<file path="src/rtl/stream_rr_arbiter_pkg.sv">
// Shared types and the round-robin scan function for stream_rr_arbiter.
// Used by the grant selector and by the top-level FSM.
package stream_arb_pkg;

    localparam int NUM_REQ_MAX = 16;
    localparam int REQ_IDX_W   = $clog2(NUM_REQ_MAX);

    typedef enum logic {
        IDLE    = 1'b0,
        GRANTED = 1'b1
    } state_t;

    typedef struct packed {
        logic                 found;
        logic [REQ_IDX_W-1:0] idx;
    } rr_pick_t;

    // Unused upper bits of valid must be zero. The scan then wraps modulo
    // NUM_REQ_MAX, which visits real requesters in ptr+1 .. ptr modulo NUM_REQ order.
    function automatic rr_pick_t rr_next(input logic [NUM_REQ_MAX-1:0] valid,
                                         input logic [REQ_IDX_W-1:0]   ptr);
        rr_pick_t             pick;
        logic [REQ_IDX_W-1:0] k;
        pick = '0;
        for (int i = 1; i <= NUM_REQ_MAX; i++) begin
            k = ptr + REQ_IDX_W'(i);
            if (!pick.found && valid[k]) begin
                pick.found = 1'b1;
                pick.idx   = k;
            end
        end
        return pick;
    endfunction

endpackage

</file>
<file path="src/rtl/stream_rr_arbiter_if.sv">
// Bundles the requester-side and consumer-side stream signals of stream_rr_arbiter.
// The slave modport is the arbiter's view; master is the environment's view.
interface stream_rr_arbiter_if #(
    parameter int NUM_REQ    = 4,
    parameter int WORD_WIDTH = 8
);
    localparam int ID_WIDTH = $clog2(NUM_REQ);

    logic [NUM_REQ-1:0]            i_valid;
    logic [NUM_REQ-1:0]            i_ready;
    logic [NUM_REQ*WORD_WIDTH-1:0] i_data;
    logic [NUM_REQ-1:0]            i_last;
    logic                          o_valid;
    logic                          o_ready;
    logic [WORD_WIDTH-1:0]         o_data;
    logic                          o_last;
    logic [ID_WIDTH-1:0]           o_id;

    modport slave (
        input  i_valid, i_data, i_last, o_ready,
        output i_ready, o_valid, o_data, o_last, o_id
    );

    modport master (
        output i_valid, i_data, i_last, o_ready,
        input  i_ready, o_valid, o_data, o_last, o_id
    );

endinterface

</file>
<file path="src/rtl/skid_buffer.sv">
// Two-entry skid buffer with fully registered outputs.
// in_ready depends only on the skid register, which breaks the ready path.
module skid_buffer #(
    parameter int WORD_WIDTH = 8
) (
    input  logic                  clk,
    input  logic                  reset,
    input  logic                  in_valid,
    output logic                  in_ready,
    input  logic [WORD_WIDTH-1:0] in_data,
    output logic                  out_valid,
    input  logic                  out_ready,
    output logic [WORD_WIDTH-1:0] out_data
);

    logic                  skid_valid;
    logic [WORD_WIDTH-1:0] skid_data;

    assign in_ready = !skid_valid;

    // The skid entry catches the beat accepted while the output register is stalled.
    always_ff @(posedge clk) begin
        if (reset) begin
            out_valid  <= 1'b0;
            out_data   <= '0;
            skid_valid <= 1'b0;
            skid_data  <= '0;
        end else if (out_ready || !out_valid) begin
            if (skid_valid) begin
                out_valid  <= 1'b1;
                out_data   <= skid_data;
                skid_valid <= 1'b0;
            end else begin
                out_valid <= in_valid;
                if (in_valid) begin
                    out_data <= in_data;
                end
            end
        end else if (in_valid && !skid_valid) begin
            skid_valid <= 1'b1;
            skid_data  <= in_data;
        end
    end

endmodule

</file>
<file path="src/rtl/stream_rr_arbiter_rr_grant_select.sv">
// Combinational round-robin pick: the first set bit of valid after ptr,
// wrapping modulo NUM_REQ.
module rr_grant_select
    import stream_arb_pkg::*;
#(
    parameter  int NUM_REQ  = 4,
    localparam int ID_WIDTH = $clog2(NUM_REQ)
) (
    input  logic [NUM_REQ-1:0]  valid,
    input  logic [ID_WIDTH-1:0] ptr,
    output logic [ID_WIDTH-1:0] idx,
    output logic                found
);

    rr_pick_t pick;

    always_comb begin
        pick = rr_next(NUM_REQ_MAX'(valid), REQ_IDX_W'(ptr));
    end

    assign idx   = ID_WIDTH'(pick.idx);
    assign found = pick.found;

endmodule

</file>
<file path="src/rtl/stream_rr_arbiter.sv">
// Round-robin arbiter that merges NUM_REQ valid/ready streams into one skid-buffered stream tagged with o_id.
// Define STREAM_ARB_PKT_LOCK_EN to hold each grant until the packet's last beat; otherwise beats interleave.
module stream_rr_arbiter
    import stream_arb_pkg::*;
#(
    parameter  int NUM_REQ    = 4,
    parameter  int WORD_WIDTH = 8,
    localparam int ID_WIDTH   = $clog2(NUM_REQ)
) (
    input  logic               clk,
    input  logic               reset_n,
    stream_rr_arbiter_if.slave bus
);

    localparam int BEAT_WIDTH = WORD_WIDTH + 1 + ID_WIDTH;

    state_t                state;
    state_t                state_n;
    logic [ID_WIDTH-1:0]   grant;
    logic [ID_WIDTH-1:0]   grant_n;
    logic [ID_WIDTH-1:0]   ptr;
    logic [ID_WIDTH-1:0]   ptr_n;
    logic [ID_WIDTH-1:0]   scan_ptr;
    logic [ID_WIDTH-1:0]   pick_idx;
    logic                  pick_found;
    logic [NUM_REQ-1:0]    ready_vec;
    logic                  stage_valid;
    logic                  stage_ready;
    logic                  accept;
    logic                  end_grant;
    logic [BEAT_WIDTH-1:0] stage_in;
    logic [BEAT_WIDTH-1:0] stage_out;

    // When a grant ends, the finishing requester becomes the new pointer, so the scan starts just after it.
    assign scan_ptr = (state == GRANTED) ? grant : ptr;

    rr_grant_select #(
        .NUM_REQ (NUM_REQ)
    ) u_select (
        .valid (bus.i_valid),
        .ptr   (scan_ptr),
        .idx   (pick_idx),
        .found (pick_found)
    );

    always_ff @(posedge clk) begin
        if (!reset_n) begin
            state <= IDLE;
            grant <= '0;
            ptr   <= ID_WIDTH'(NUM_REQ - 1);
        end else begin
            state <= state_n;
            grant <= grant_n;
            ptr   <= ptr_n;
        end
    end

    always_comb begin
        state_n     = state;
        grant_n     = grant;
        ptr_n       = ptr;
        ready_vec   = '0;
        stage_valid = 1'b0;
        accept      = 1'b0;
        end_grant   = 1'b0;
        case (state)
            IDLE: begin
                if (pick_found) begin
                    state_n = GRANTED;
                    grant_n = pick_idx;
                end
            end
            GRANTED: begin
                ready_vec[grant] = stage_ready;
                stage_valid      = bus.i_valid[grant];
                accept           = stage_valid && stage_ready;
`ifdef STREAM_ARB_PKT_LOCK_EN
                end_grant        = accept && bus.i_last[grant];
`else
                end_grant        = accept;
`endif
                // Re-arbitrating on the accepting edge avoids a bubble between packets.
                if (end_grant) begin
                    ptr_n = grant;
                    if (pick_found) begin
                        grant_n = pick_idx;
                    end else begin
                        state_n = IDLE;
                    end
                end
            end
        endcase
    end

    assign stage_in = {grant, bus.i_last[grant], bus.i_data[int'(grant)*WORD_WIDTH +: WORD_WIDTH]};

    skid_buffer #(
        .WORD_WIDTH (BEAT_WIDTH)
    ) u_out_stage (
        .clk       (clk),
        .reset     (!reset_n),
        .in_valid  (stage_valid),
        .in_ready  (stage_ready),
        .in_data   (stage_in),
        .out_valid (bus.o_valid),
        .out_ready (bus.o_ready),
        .out_data  (stage_out)
    );

    assign bus.i_ready = ready_vec;
    assign {bus.o_id, bus.o_last, bus.o_data} = stage_out;

endmodule

</file>
<file path="src/flat_wrapper.sv">
// flat-port wrapper written by rule: the top's interface ports become plain ports
module stream_rr_arbiter_flat import stream_arb_pkg::*;
#(
    parameter  int NUM_REQ    = 4,
    parameter  int WORD_WIDTH = 8,
    localparam int ID_WIDTH   = $clog2(NUM_REQ)
)
  (clk, reset_n, bus_i_valid, bus_i_data, bus_i_last, bus_o_ready, bus_i_ready, bus_o_valid, bus_o_data, bus_o_last, bus_o_id);
  stream_rr_arbiter_if #(.NUM_REQ(NUM_REQ), .WORD_WIDTH(WORD_WIDTH)) bus_i ();
  input  logic clk;
  input  logic reset_n;
  input wire logic [$bits(bus_i.i_valid)-1:0] bus_i_valid;
  input wire logic [$bits(bus_i.i_data)-1:0] bus_i_data;
  input wire logic [$bits(bus_i.i_last)-1:0] bus_i_last;
  input wire logic [$bits(bus_i.o_ready)-1:0] bus_o_ready;
  output wire logic [$bits(bus_i.i_ready)-1:0] bus_i_ready;
  output wire logic [$bits(bus_i.o_valid)-1:0] bus_o_valid;
  output wire logic [$bits(bus_i.o_data)-1:0] bus_o_data;
  output wire logic [$bits(bus_i.o_last)-1:0] bus_o_last;
  output wire logic [$bits(bus_i.o_id)-1:0] bus_o_id;
  assign bus_i.i_valid = bus_i_valid;
  assign bus_i.i_data = bus_i_data;
  assign bus_i.i_last = bus_i_last;
  assign bus_i.o_ready = bus_o_ready;
  assign bus_i_ready = bus_i.i_ready;
  assign bus_o_valid = bus_i.o_valid;
  assign bus_o_data = bus_i.o_data;
  assign bus_o_last = bus_i.o_last;
  assign bus_o_id = bus_i.o_id;
  stream_rr_arbiter #(.NUM_REQ(NUM_REQ), .WORD_WIDTH(WORD_WIDTH)) u_core (.clk(clk), .reset_n(reset_n), .bus(bus_i));
endmodule
</file>
<file path="config.mk">
export PLATFORM = sky130hd
export DESIGN_NAME = stream_rr_arbiter_flat
export DESIGN_NICKNAME = d
export VERILOG_FILES = /design/src/rtl/stream_rr_arbiter_pkg.sv /design/src/rtl/stream_rr_arbiter_if.sv /design/src/rtl/skid_buffer.sv /design/src/rtl/stream_rr_arbiter_rr_grant_select.sv /design/src/rtl/stream_rr_arbiter.sv /design/src/flat_wrapper.sv
export SDC_FILE = /design/constraint.sdc
export NUM_CORES = 1
export LEC_CHECK = 0
export CORE_UTILIZATION = 41
export CTS_CLUSTER_DIAMETER = 100
export DETAILED_ROUTE_END_ITERATION = 16
export PLACE_DENSITY = 0.72
export SLEW_MARGIN = 25
export SYNTH_ARGS = -nofsm -noshare
export SYNTH_HDL_FRONTEND = slang
export SYNTH_SLANG_ARGS = --single-unit
export TNS_END_PERCENT = 50
</file>
<file path="constraint.sdc">
create_clock -name clk -period 2.8 [get_ports clk]
set_input_delay 0.56 -clock clk [delete_from_list [all_inputs] [get_ports clk]]
set_output_delay 0.56 -clock clk [all_outputs]
set_load 0.005 [all_outputs]
</file>
Word level (Yosys, flattened, before mapping)
Cells that the tools add are included.

word-level totals
  flip-flop bits (word level) = 29
  input port bits = 43
  output and inout port bits = 16
  logic and storage cells = 153

cells by class
  $add $sub $neg = 15
  $lt $le $gt $ge = 18
  equal/unequal tests = 1
  shifts and indexed selects = 1
  multiplexer cells = 66
  bitwise gates (word level) = 4
  reductions and logical operators = 41

operators by type and width
  kind                 number
  $mux 5               16
  $lt 4x5->1 const B   13
  $bmux 1 s4           15
  $shiftx 32x6->8      1
  $mux 1               23
  $mux 11              2
  $logic_and 1x1->1    18
  $logic_not 1->1      17
  $add 2x3->4 const B  4
  $add 2x4->4 const B  4
  $lt 3x5->1 const B   2
  $add 3x3->4 const B  2
  $add 2x2->3 const B  2
  $bmux 1 s2           3
  $mux 2               3
  $reduce_and 2->1     3
  $lt 2x5->1 const B   1
  $add 3x1->4 const B  1
  $add 3x2->4 const B  1
  $and 4x4->4          1
  $mux 4               1
  $pmux 2 s2           1
  $add 2x1->3 const B  1
  $lt 2x3->1 const B   1
  other kinds (8)      10

Depth between registers and ports, before layout
Gate-level depths: netlist (run 1).

  word-level depth = 53
  gate-level depth with buffers = 10
  depth with buffers taken out = 8

Modules after synthesis
From an unflattened synthesis (run 1), not the netlist that was laid out.

unflattened totals
  cell total of the unflattened synthesis = 205
  area total of the unflattened synthesis = 1851.8 um^2

by module, submodules not included
  module             times used  cells an instance  area each (um^2)  sequential area each (um^2)
  skid_buffer        1           108                980.9             480.5
  stream_rr_arbiter  1           56                 583.1             100.1
  rr_grant_select    1           41                 287.8             0.0

Worst setup path before layout (run 1)
No wires, ideal clock.

  path type = register to register
  from = register u_core.state
  to = register u_core.grant[0]
  arrival time = 2.171 ns
  path slack = 0.554 ns
  cell stages (with the launch flop) = 10
  path buffers = 1
  period minus slack after synthesis = 2.246 ns
  cell sequence = dfxtp_1 > mux2i_4 > ha_1 > clkbuf_1 > mux2_2 > nor4_1 > nor3_1 > o31ai_1 > nand3_1 > o22ai_1

on the way
  cells in the longest elaborated chain, start to end = 53

ends and longest elaborated chain
  item                          line                                              RTL
  start, declared               stream_rr_arbiter.sv:17                           state_t state;
  start signal, assigned        stream_rr_arbiter.sv:52                           state <= state_n;
  $mux 2                        stream_rr_arbiter.sv:35                           assign scan_ptr = (state == GRANTED) ? grant : ptr;
  $add 2x1->3                   stream_rr_arbiter_pkg.sv:26                       k = ptr + REQ_IDX_W'(i);
  $bmux 1 s4                    stream_rr_arbiter_pkg.sv:27                       if (!pick.found && valid[k]) begin
  $mux 1 (implied by the code)  stream_rr_arbiter_pkg.sv:27
  $mux 5                        stream_rr_arbiter_pkg.sv:27
  $logic_not 1->1               stream_rr_arbiter_pkg.sv:27
  $logic_and 1x1->1             stream_rr_arbiter_pkg.sv:27
  $mux 5                        stream_rr_arbiter_pkg.sv:27
  (+37 left out)                n/a
  $logic_and 1x1->1             stream_rr_arbiter_pkg.sv:27
  $mux 5                        stream_rr_arbiter_pkg.sv:27
  $logic_not 1->1               stream_rr_arbiter_pkg.sv:27
  $logic_and 1x1->1             stream_rr_arbiter_pkg.sv:27
  $mux 5                        stream_rr_arbiter_pkg.sv:27
  $mux 2                        stream_rr_arbiter.sv:68, stream_rr_arbiter.sv:85
  $mux 2                        stream_rr_arbiter.sv:83                           if (end_grant) begin
  $pmux 2 s2                    stream_rr_arbiter.sv:66                           case (state)
  end signal, assigned          stream_rr_arbiter.sv:53                           grant <= grant_n;
  end, declared                 stream_rr_arbiter.sv:19                           logic [ID_WIDTH-1:0] grant;

Parallel ways exist; a longest one is shown, timed or not. The select of a mux whose other input is x is not followed.
A chain may end at the register's enable or synchronous reset.

Worst setup path after layout (run 1)
  from = register u_core.state
  to = output bus_i_ready[0]

on the way
  cells in the longest elaborated chain, start to end = 1

ends and longest elaborated chain
  item           line                     RTL
  $mux 4         stream_rr_arbiter.sv:66
  end, declared  flat_wrapper.sv:16       output wire logic [$bits(bus_i.i_ready)-1:0] bus_i_ready;

No other way between the ends.

==> results.md, run 1 <==
* Top Family by Delay on Critical Path: simple AND/OR/NAND/NOR gates
* Htree depth at 2
* Hold Path Class: reg -> reg
* IO Pins at 59
* Vias in the first global route at 1512
* Reg area at 581 sq um
* Leakage at 0.00114 uW
* Final antenna diode count at 0
* Seq/Total Area, Yosys at 0.316
* Placed wire-length estimate at 3460 microns
* Max Freq at 399 MHz
* Final min period at 2510 ps
* GPL Wtd Cong at 0.948
* Yosys top cell area share at 0.316
* Synth cell types at 38
* Nature of the critical path endpoint: output port
* CP required at 2240 ps
* Hold Crit Endpoint: u_core.ptr[1]
* Peak VDD IR at 337 uV
* Initial DRC count at 84
* Pin count of the biggest net entering global routing at 23
* CTS Root Cell: clkbuf_8
* Cells on worst reg2reg path at 8
* Post-synth top cells: dfxtp_1 (29), nand2_1 (28), mux2i_1 (20), nor2b_1 (16), nand3_1 (15)
* CTS Sinks at 29
* Multi-input gate area at 1160 sq um
* Largest stage delay on the critical path at 530 ps
* Count leader, synth: dfxtp_1
* # port buffers at between 50 and 60
* Startpoint types: flop
* Ranking of synthesized cells by area: dfxtp_1 (32%), mux4_2 (12%), mux2i_1 (11%)
* First-pass GRT wire length at 6800 microns
* Area Overhead vs Synth at 41.3%
* RR Endpoint: u_core.grant[0]
* R2R Setup Slk at 500 ps
* Buf+Inv Stages, Crit Path at 1
* Total grt overflow at 0
* Max-slew headroom at 0.546
* Critical Path AT at 1950 ps
* Worst Clk Skew at 5.30 ps
* Syn Inst Count at 201
* Vias at 1759
* Rows at 23
* # hold bufs at CTS at 0
* Power, Total at 1860 uW
* Hold WS at approximately 480 ps
* Final core utilization at 0.626
* Initial Utilization at 0.443
* Clock-pin slew on the worst setup and hold paths at roughly 60 ps
* Post-cts repair resize count at 0
* CTS Buf Count at 5
* Yosys reg bits at 29
* Final hold vios at 0
* Setup TNS at 0 ps
* Min-delay src: u_core.ptr[1]
* Final setup fails at 0
* Post-synth EDFFs at 0
* Post-Place Setup Slack at 253 ps
* Syn_area_per_cell at 9.13 sq um
* Final worst slack at 291 ps
* Post-synth ARST share at 0
* Die area at 4750 sq um
* RSZ-0062 raised after global routing: false
* Synth Cell Area at between 1500 and 2000 sq um
* DIE HEIGHT at 68.9 microns
* Status: finished, final reports clean
* Drt first pass iters at 4
* Core Footprint at 4140 sq um
* Crit-path cells: nor2b_1 > nor3b_1 > clkdlybuf4s50_1
* PD cells at approximately 700 nW/um^2
* Drt via density at 5.64
* Main synth FF type: dfxtp_1
* GR Util All Layers at 0.197
* Antenna violations before repair at 0
* Final #Nets at 306
* Total number of yosys warnings at 0
* Final WL at between 4000 and 5000 microns
* DRC violations left at 0
* Clock tree buffer depth at 2
* DIE WIDTH at 68.9 microns
* Pins over their slew limit at 0
* Final ANT Viol Nets at 0
* Layout cells sized above 1 at 0.130
* Post-CTS Setup Repair Bufs at 0
* Clock latency at the later pin of the worst-skew pair at about 280 ps
* CP max FO at 8
* Fillers at about 400
* Worst Tran Pin Value at 678 ps
* CP Class: reg -> out
* CP max stage cell: clkdlybuf4s50_1
* Maxcap violations at 0
* Fin crit share at 0.896
* Hold depth at 2
* Leading area contributor after synthesis: dfxtp_1
* DR WL/cell at around 15 microns
* CTS tree: done
* Mapped Nets at ~250
* R2r startpoint: u_core.grant[0]
[worst max-delay path by stage]
stage,cells past startpoint,slack [ps],endpoint,startpoint
3_5_place_dp,6,250,u_core.u_out_stage.out_data[2],bus_i_valid[1]
5_1_grt,3,180,bus_i_ready[0],u_core.state
4_1_cts,3,270,bus_i_ready[0],u_core.state
2_1_floorplan,9,550,u_core.grant[0],u_core.state
6_report,3,290,bus_i_ready[0],u_core.state
3_3_place_gp,6,320,u_core.u_out_stage.out_data[8],bus_i_valid[1]
[layer usage]
metal	part of all wire	up-vias	track usage
met1	0.44	848	0.247
li1	-	851	-
met4	0.0058	0	0.0689
met5	0	-	0
met2	0.48	58	0.333
met3	0.073	2	0.0395
[cell type report]
type | instances | share of cell area
clock buffers | 5 | 0.0265
clock inverters | 3 | 0.00675
inverters | 5 | 0.00820
multi-input cells | 150 | 0.447
flip-flops and latches | 29 | 0.224
well taps | 50 | 0.0241
repair buffers | 70 | 0.263
[state kept, by name, summed over array words and instances, names as in the netlist]
| signal | count |
|---|---|
| u_core.u_out_stage.out_valid | 1 |
| u_core.u_out_stage.skid_valid | 1 |
| u_core.u_out_stage.skid_data | 11 |
| u_core.ptr | 2 |
| u_core.state | 1 |
| u_core.grant | 2 |
| u_core.u_out_stage.out_data | 11 |
[cell usage in the layout, fill, tap and decap left out, drive strengths merged, types with 2 or more instances in the layout]
master	instances
o21a	2
nor2	8
nor2b	16
o211a	11
buf	12
clkdlybuf4s50	58
a2111oi	2
a31oi	2
nand2	28
o21ai	5
dfxtp	29
clkbuf	5
mux2i	21
nand2b	4
clkinv	3
nor4	3
nand3	15
a21oi	4
inv	4
mux4	10
ha	2
nor3	3
nor3b	3
[report_power, final]
| group | switching, uW | internal, uW | leakage (uW) |
|---|---|---|---|
| Combinational | 465 | 524 | 0.000858 |
| Clock | 165 | 171 | 0.0000439 |
| Sequential | 54.7 | 482 | 0.000237 |
| Total | 684 | 1180 | 0.00114 |
[tightest hold or removal path, stage by stage, from the launching register on]
cell	delay [ps]
dfxtp_1	310
nand2_1	50
nand3_1	60
[per-stage QoR]
step	cell area (sq um)	cells
floorplan	1840	201
global placement	2510	304
detailed placement	2510	304
CTS	2590	312
global route	2590	312
finish	2590	312
[kinds of logic after synthesis]
| kind of cell | after synthesis | share of synthesized area |
|---|---|---|
| adders and majority gates | 2 | 0.0136 |
| AOI/OAI and AO/OA | 33 | 0.143 |
| buffers and inverters | 22 | 0.0518 |
| and+or+nand+nor | 83 | 0.225 |
| muxes | 32 | 0.250 |
| DFF | 29 | 0.316 |
(Power assumes the default switching activity.)
==> run 2, diff against run 1 <==
GPL_ROUTABILITY_DRIVEN = 0   (was not set)
clock period = 3.15 ns   (was 2.8 ns; I/O delays follow)
==> results.md, run 2 (synthesis results as in run 1) <==
* CP Class: reg -> out
* Htree depth at 2 (unchanged)
* R2R Setup Slk at 660 ps (+160 ps)
* Worst Clk Skew at 3.66 ps (-1.64 ps)
* # hold bufs at CTS at 0 (unchanged)
* RR Endpoint: u_core.grant[0]
* Status: finished, final reports clean
* Final hold vios at 0 (unchanged)
* Fillers at 356 (-10%)
* Final WL at 4480 microns (-3.3%)
* Core Footprint at 4140 sq um (unchanged)
* Layout cells sized above 1 at 0.109 (-0.0208)
* Total grt overflow at 0 (unchanged)
* CTS Buf Count at 5 (unchanged)
* CTS tree: done
* Post-CTS Setup Repair Bufs at 0 (unchanged)
* Final min period at between 2000 and 3000 ps
* Fin cells at 307 (-1.6%)
* CTS Root Cell: clkbuf_8
* Crit path from: u_core.state
* Final antenna diode count at 0 (unchanged)
* Final worst slack at 573 ps (+282 ps)
* PD cells at 674 nW/um^2 (-6.1%)
* Pin count of the biggest net entering global routing at 23 (unchanged)
* Final ANT Viol Nets at 0 (unchanged)
* Vias in the first global route at 1530 (+1.2%)
* Fin crit share at 0.818
* Drt first pass iters at 4 (unchanged)
* CTS Sinks at 29 (unchanged)
* Placed cells at 299 (-1.6%)
* CP Capture Point: bus_i_ready[0]
* Max-slew headroom at 0.516 (-0.0304)
* Post-Place Setup Slack at 488 ps (+235 ps)
* Final core utilization at 0.621 (-0.00483)
* Clock tree buffer depth at 2 (unchanged)
* Critical Path AT at 1950 ps (about the same)
* DRC violations left at 0 (unchanged)
* Clock-pin slew on the worst setup and hold paths at 60 ps (about the same)
* Initial Utilization at 0.443 (unchanged)
* Nature of the critical path endpoint: output port
* Vias at 1695 (-3.6%)
* DR WL/cell at 14.6 microns (-1.7%)
* Commonest cells after routing, fill and taps aside: clkdlybuf4s50_1 (58), dfxtp_1 (29), nand2_1 (28)
* CP required at 2520 ps (+280 ps)
* Pins over their slew limit at 0 (unchanged)
* Placed wire-length estimate at 3230 microns (-6.6%)
* Multi-input gate area at 1160 sq um (unchanged)
* Leakage at 0.00112 uW (-1.4%)
* Final #Nets at 301 (-1.6%)
* Final setup fails at 0 (unchanged)
* DIE WIDTH at 68.9 microns (unchanged)
* Startpoint types: flop
* DIE HEIGHT at 68.9 microns (unchanged)
* Initial DRC count at 69 (-18%)
* CP max FO at 8 (unchanged)
* GR Util All Layers at 0.198 (+0.000897)
* IO Pins at 59 (unchanged)
* Reg area at 581 sq um (unchanged)
* Hold WS at 497 ps (+19.6 ps)
* RSZ-0062 raised after global routing: false
* Biggest regs: u_core.u_out_stage.out_data (11), u_core.u_out_stage.skid_data (11)
* Die area at 4750 sq um (unchanged)
* Peak VDD IR at 503 uV (+49%)
* Hold Path Class: reg -> reg
* Antenna violations before repair at 0 (unchanged)
* First-pass GRT wire length at 6780 microns (-0.31%)
* Most common cell after layout, fill and taps aside: clkdlybuf4s50_1
* Rows at 23 (unchanged)
* Cells on worst reg2reg path at 8 (unchanged)
* Worst Tran Pin Value at 724 ps (+45.5 ps)
* Clock latency at the later pin of the worst-skew pair at 280 ps (about the same)
* Area Overhead vs Synth at 40.2%
* R2r startpoint: u_core.state
* Max Freq at 388 MHz
* Setup TNS at 0 ps (unchanged)
* # port buffers at 58 (unchanged)
* Post-cts repair resize count at 0 (unchanged)
* Drt via density at 5.52 (-2.1%)
* Maxcap violations at 0 (unchanged)
==> run 2: how the worst min path moves through the flow <==
stage | startpoint | depth (start not counted) | to | slack [ps]
after floorplan | u_core.ptr[1] | 2 | u_core.ptr[1] | 440
after global placement | u_core.ptr[1] | 2 | u_core.ptr[1] | 480
after detailed placement | u_core.u_out_stage.out_data[4] | 1 | u_core.u_out_stage.out_data[4] | 490
after CTS | u_core.ptr[1] | 2 | u_core.ptr[1] | 500
after global routing | u_core.u_out_stage.out_data[10] | 1 | u_core.u_out_stage.out_data[10] | 520
final | u_core.u_out_stage.out_data[4] | 1 | u_core.u_out_stage.out_data[4] | 500
==> run 2: layout make-up <==
class	count	share of cell area
multi-input cells	150	0.451
clock inverters	1	0.0117
flip-flops and latches	29	0.226
repair buffers	65	0.246
inverters	5	0.00826
clock buffers	7	0.0335
well taps	50	0.0243
==> run 2: layer usage <==
metal | global-route usage | wire (microns) | up-vias
met5 | 0 | 0 | -
met4 | 0.0689 | 61 | 0
li1 | - | - | 841
met3 | 0.0493 | 362 | 5
met2 | 0.340 | 1960 | 64
met1 | 0.238 | 2100 | 785
==> run 2: where the power goes <==
| group | switching (uW) | leakage [uW] | internal (uW) | total, uW |
|---|---|---|---|---|
| clock | 137 | 0.0000585 | 257 | 395 |
| sequential | 38.1 | 0.000237 | 429 | 467 |
| combinational | 424 | 0.000827 | 450 | 873 |
==> run 2: critical path, cell delays in order, from the launching register on <==
cell	delay [ps]
dfxtp_1	460
nor2b_1	440
nor3b_1	240
clkdlybuf4s50_1	530
==> run 2: metrics by stage <==
step | total power (uW) | area [sq um]
2_1_floorplan | 1070 | 1840
3_3_place_gp | 1340 | 2460
3_5_place_dp | 1350 | 2460
4_1_cts | 1750 | 2570
5_1_grt | 1850 | 2570
6_report | 1730 | 2570
==> run 3, diff against run 2 <==
PLACE_DENSITY = 0.75   (was 0.72)
clock period = 2.3 ns   (was 3.15 ns; I/O delays follow)
==> results.md, run 3 (synthesis results as in run 1) <==
* Initial DRC count at 77 (+12%)
* Met1 GRT Util at 0.237 (-0.000577)
* Fillers at 387 (+8.7%)
* Pins over their slew limit at 0 (unchanged)
* PD cells at 867 nW/um^2 (+29%)
* Peak VDD IR at 440 uV (-12%)
* Met3 usage at 0.0576 (+0.00822)
* Rows at 23 (unchanged)
* Final min period at 2090 ps
* Layout cells sized above 1 at 0.156 (+0.0472)
* Buf+Inv Stages, Crit Path at 1 (unchanged)
* CTS Buf Count at 5 (unchanged)
* Final antenna diode count at 0 (unchanged)
* Final hold vios at 0 (unchanged)
* Final setup fails at 0 (unchanged)
* CTS Sinks at 29 (unchanged)
* Fin crit share at 0.909
* Critical Path AT at 1630 ps (-320 ps)
* Clock latency at the later pin of the worst-skew pair at 270 ps (about the same)
* Pin count of the biggest net entering global routing at 23 (unchanged)
* RSZ-0062 raised after global routing: false
* # port buffers at 58 (unchanged)
* Setup TNS at 0 ps (unchanged)
* CP max FO at 5 (-3)
* Commonest cells after routing, fill and taps aside: clkdlybuf4s50_1 (58), nand2_1 (28), dfxtp_1 (28)
* DR WL/cell at 13.9 microns (-4.8%)
* CP Class: reg -> out
* Clock-pin slew on the worst setup and hold paths at 60 ps (about the same)
* Placed wire-length estimate at 3360 microns (+4.2%)
* Vias at 1718 (+1.4%)
* CTS tree: done
* Maxcap violations at 0 (unchanged)
* Antenna violations before repair at 0 (unchanged)
* IO Pins at 59 (unchanged)
* Power, Total at 2310 uW (+33%)
* Hold Path Class: reg -> reg
* Nature of the critical path endpoint: output port
* Final core utilization at 0.642 (+0.0205)
* Largest stage delay on the critical path at 530 ps (about the same)
* Clock tree buffer depth at 2 (unchanged)
* Total grt overflow at 0 (unchanged)
* Max Freq at 478 MHz
* Worst Tran Pin Value at 537 ps (-187 ps)
* Startpoint types: flop
* Core Footprint at 4140 sq um (unchanged)
* Initial Utilization at 0.443 (unchanged)
* Max-slew headroom at 0.641 (+0.125)
* Drt via density at 5.39 (-2.5%)
* Final WL at 4440 microns (-1.0%)
* Vias in the first global route at 1571 (+2.7%)
* Worst Clk Skew at 7.86 ps (+4.20 ps)
* Area Overhead vs Synth at 44.9%
* CP required at 1840 ps (-680 ps)
* CTS Root Cell: clkbuf_8
* Top Family by Delay on Critical Path: buffers and inverters
* Biggest regs: u_core.u_out_stage.out_data (11), u_core.u_out_stage.skid_data (11)
* Drt first pass iters at 4 (unchanged)
* GR Util All Layers at 0.200 (+0.00248)
* Final #Nets at 313 (+4.0%)
* DRC violations left at 0 (unchanged)
* Die area at 4750 sq um (unchanged)
* CP max stage cell: clkdlybuf4s50_1
* Met2 Usage GRT at 0.347 (+0.00728)
* Final ANT Viol Nets at 0 (unchanged)
* First-pass GRT wire length at 7010 microns (+3.5%)
* Post-CTS Setup Repair Bufs at 0 (unchanged)
* DIE WIDTH at 68.9 microns (unchanged)
* Status: finished, final reports clean
* Most common cell after layout, fill and taps aside: clkdlybuf4s50_1
* Leakage at 0.00118 uW (+5.0%)
* GR peak layer: met2
* DIE HEIGHT at 68.9 microns (unchanged)
* Crit-path cells: nor2b_2 > nor3b_1 > clkdlybuf4s50_1
* Htree depth at 2 (unchanged)
run 3: changes by cell type in the layout (fill, tap and decap cells not counted), sizes merged:
| cell | before | now |
|---|---|---|
| buf | 7 | 19 |
| clkinv | 1 | 3 |
| bufinv | 1 | 0 |
| clkbuf | 7 | 6 |
run 3: path summary, 6_finish.rpt:
kind / slack, ps / depth (start not counted) / to / from
setup / recovery: 210 / 3 / bus_i_ready[0] / u_core.state
hold / removal: 480 / 2 / u_core.ptr[1] / u_core.ptr[1]
setup reg to reg: 260 / 8 / u_core.grant[0] / u_core.grant[0]
hold reg to reg: 480 / 2 / u_core.ptr[1] / u_core.ptr[1]
run 3: layer usage:
| metal | routed length [microns] | part of all wire | vias to the layer above |
|---|---|---|---|
| met5 | 0 | 0 | - |
| met4 | 22 | 0.0050 | 0 |
| met3 | 325 | 0.073 | 2 |
| met2 | 2170 | 0.49 | 49 |
| met1 | 1920 | 0.43 | 802 |
| li1 | - | - | 865 |
run 3: cell type report:
type | count | area (sq um) | area share
multi-input combinational | 150 | 1160 | 0.437
timing repair buffer | 77 | 748 | 0.281
sequential | 29 | 582 | 0.219
clock buffer | 6 | 72.6 | 0.0273
tap | 50 | 62.6 | 0.0235
inverter | 5 | 21.3 | 0.00800
clock inverter | 2 | 10.0 | 0.00376
run 3: worst register-to-register path, delay by kind of cell (launching register included):
kind | cells | cell delay [ps]
fa+ha+maj | 1 | 370
flops | 1 | 480
simple gates | 3 | 380
compound gates | 2 | 260
mux | 2 | 470
run 3: what timing repair did:
item	4_1_cts	5_1_grt
hold buffers	0	0
resized for setup	0	2
setup endpoints to repair	0	3
run 3: power breakdown:
group / leakage [uW] / internal [uW] / switching, uW / total (uW)
sequential: 0.000237 / 587 / 57.5 / 645
combinational: 0.000897 / 689 / 577 / 1270
clock: 0.0000450 / 209 / 187 / 396
total: 0.00118 / 1480 / 822 / 2310
run 3: per-stage QoR:
stage               worst slack [ps]  hold slack [ps]  area (sq um)  std cells
floorplan                       53.8              439          1840        201
global placement                 112              459          2570        311
detailed placement              89.7              461          2570        311
CTS                             33.1              475          2660        319
global route                    74.0              491          2660        319
finish                           209              479          2660        319
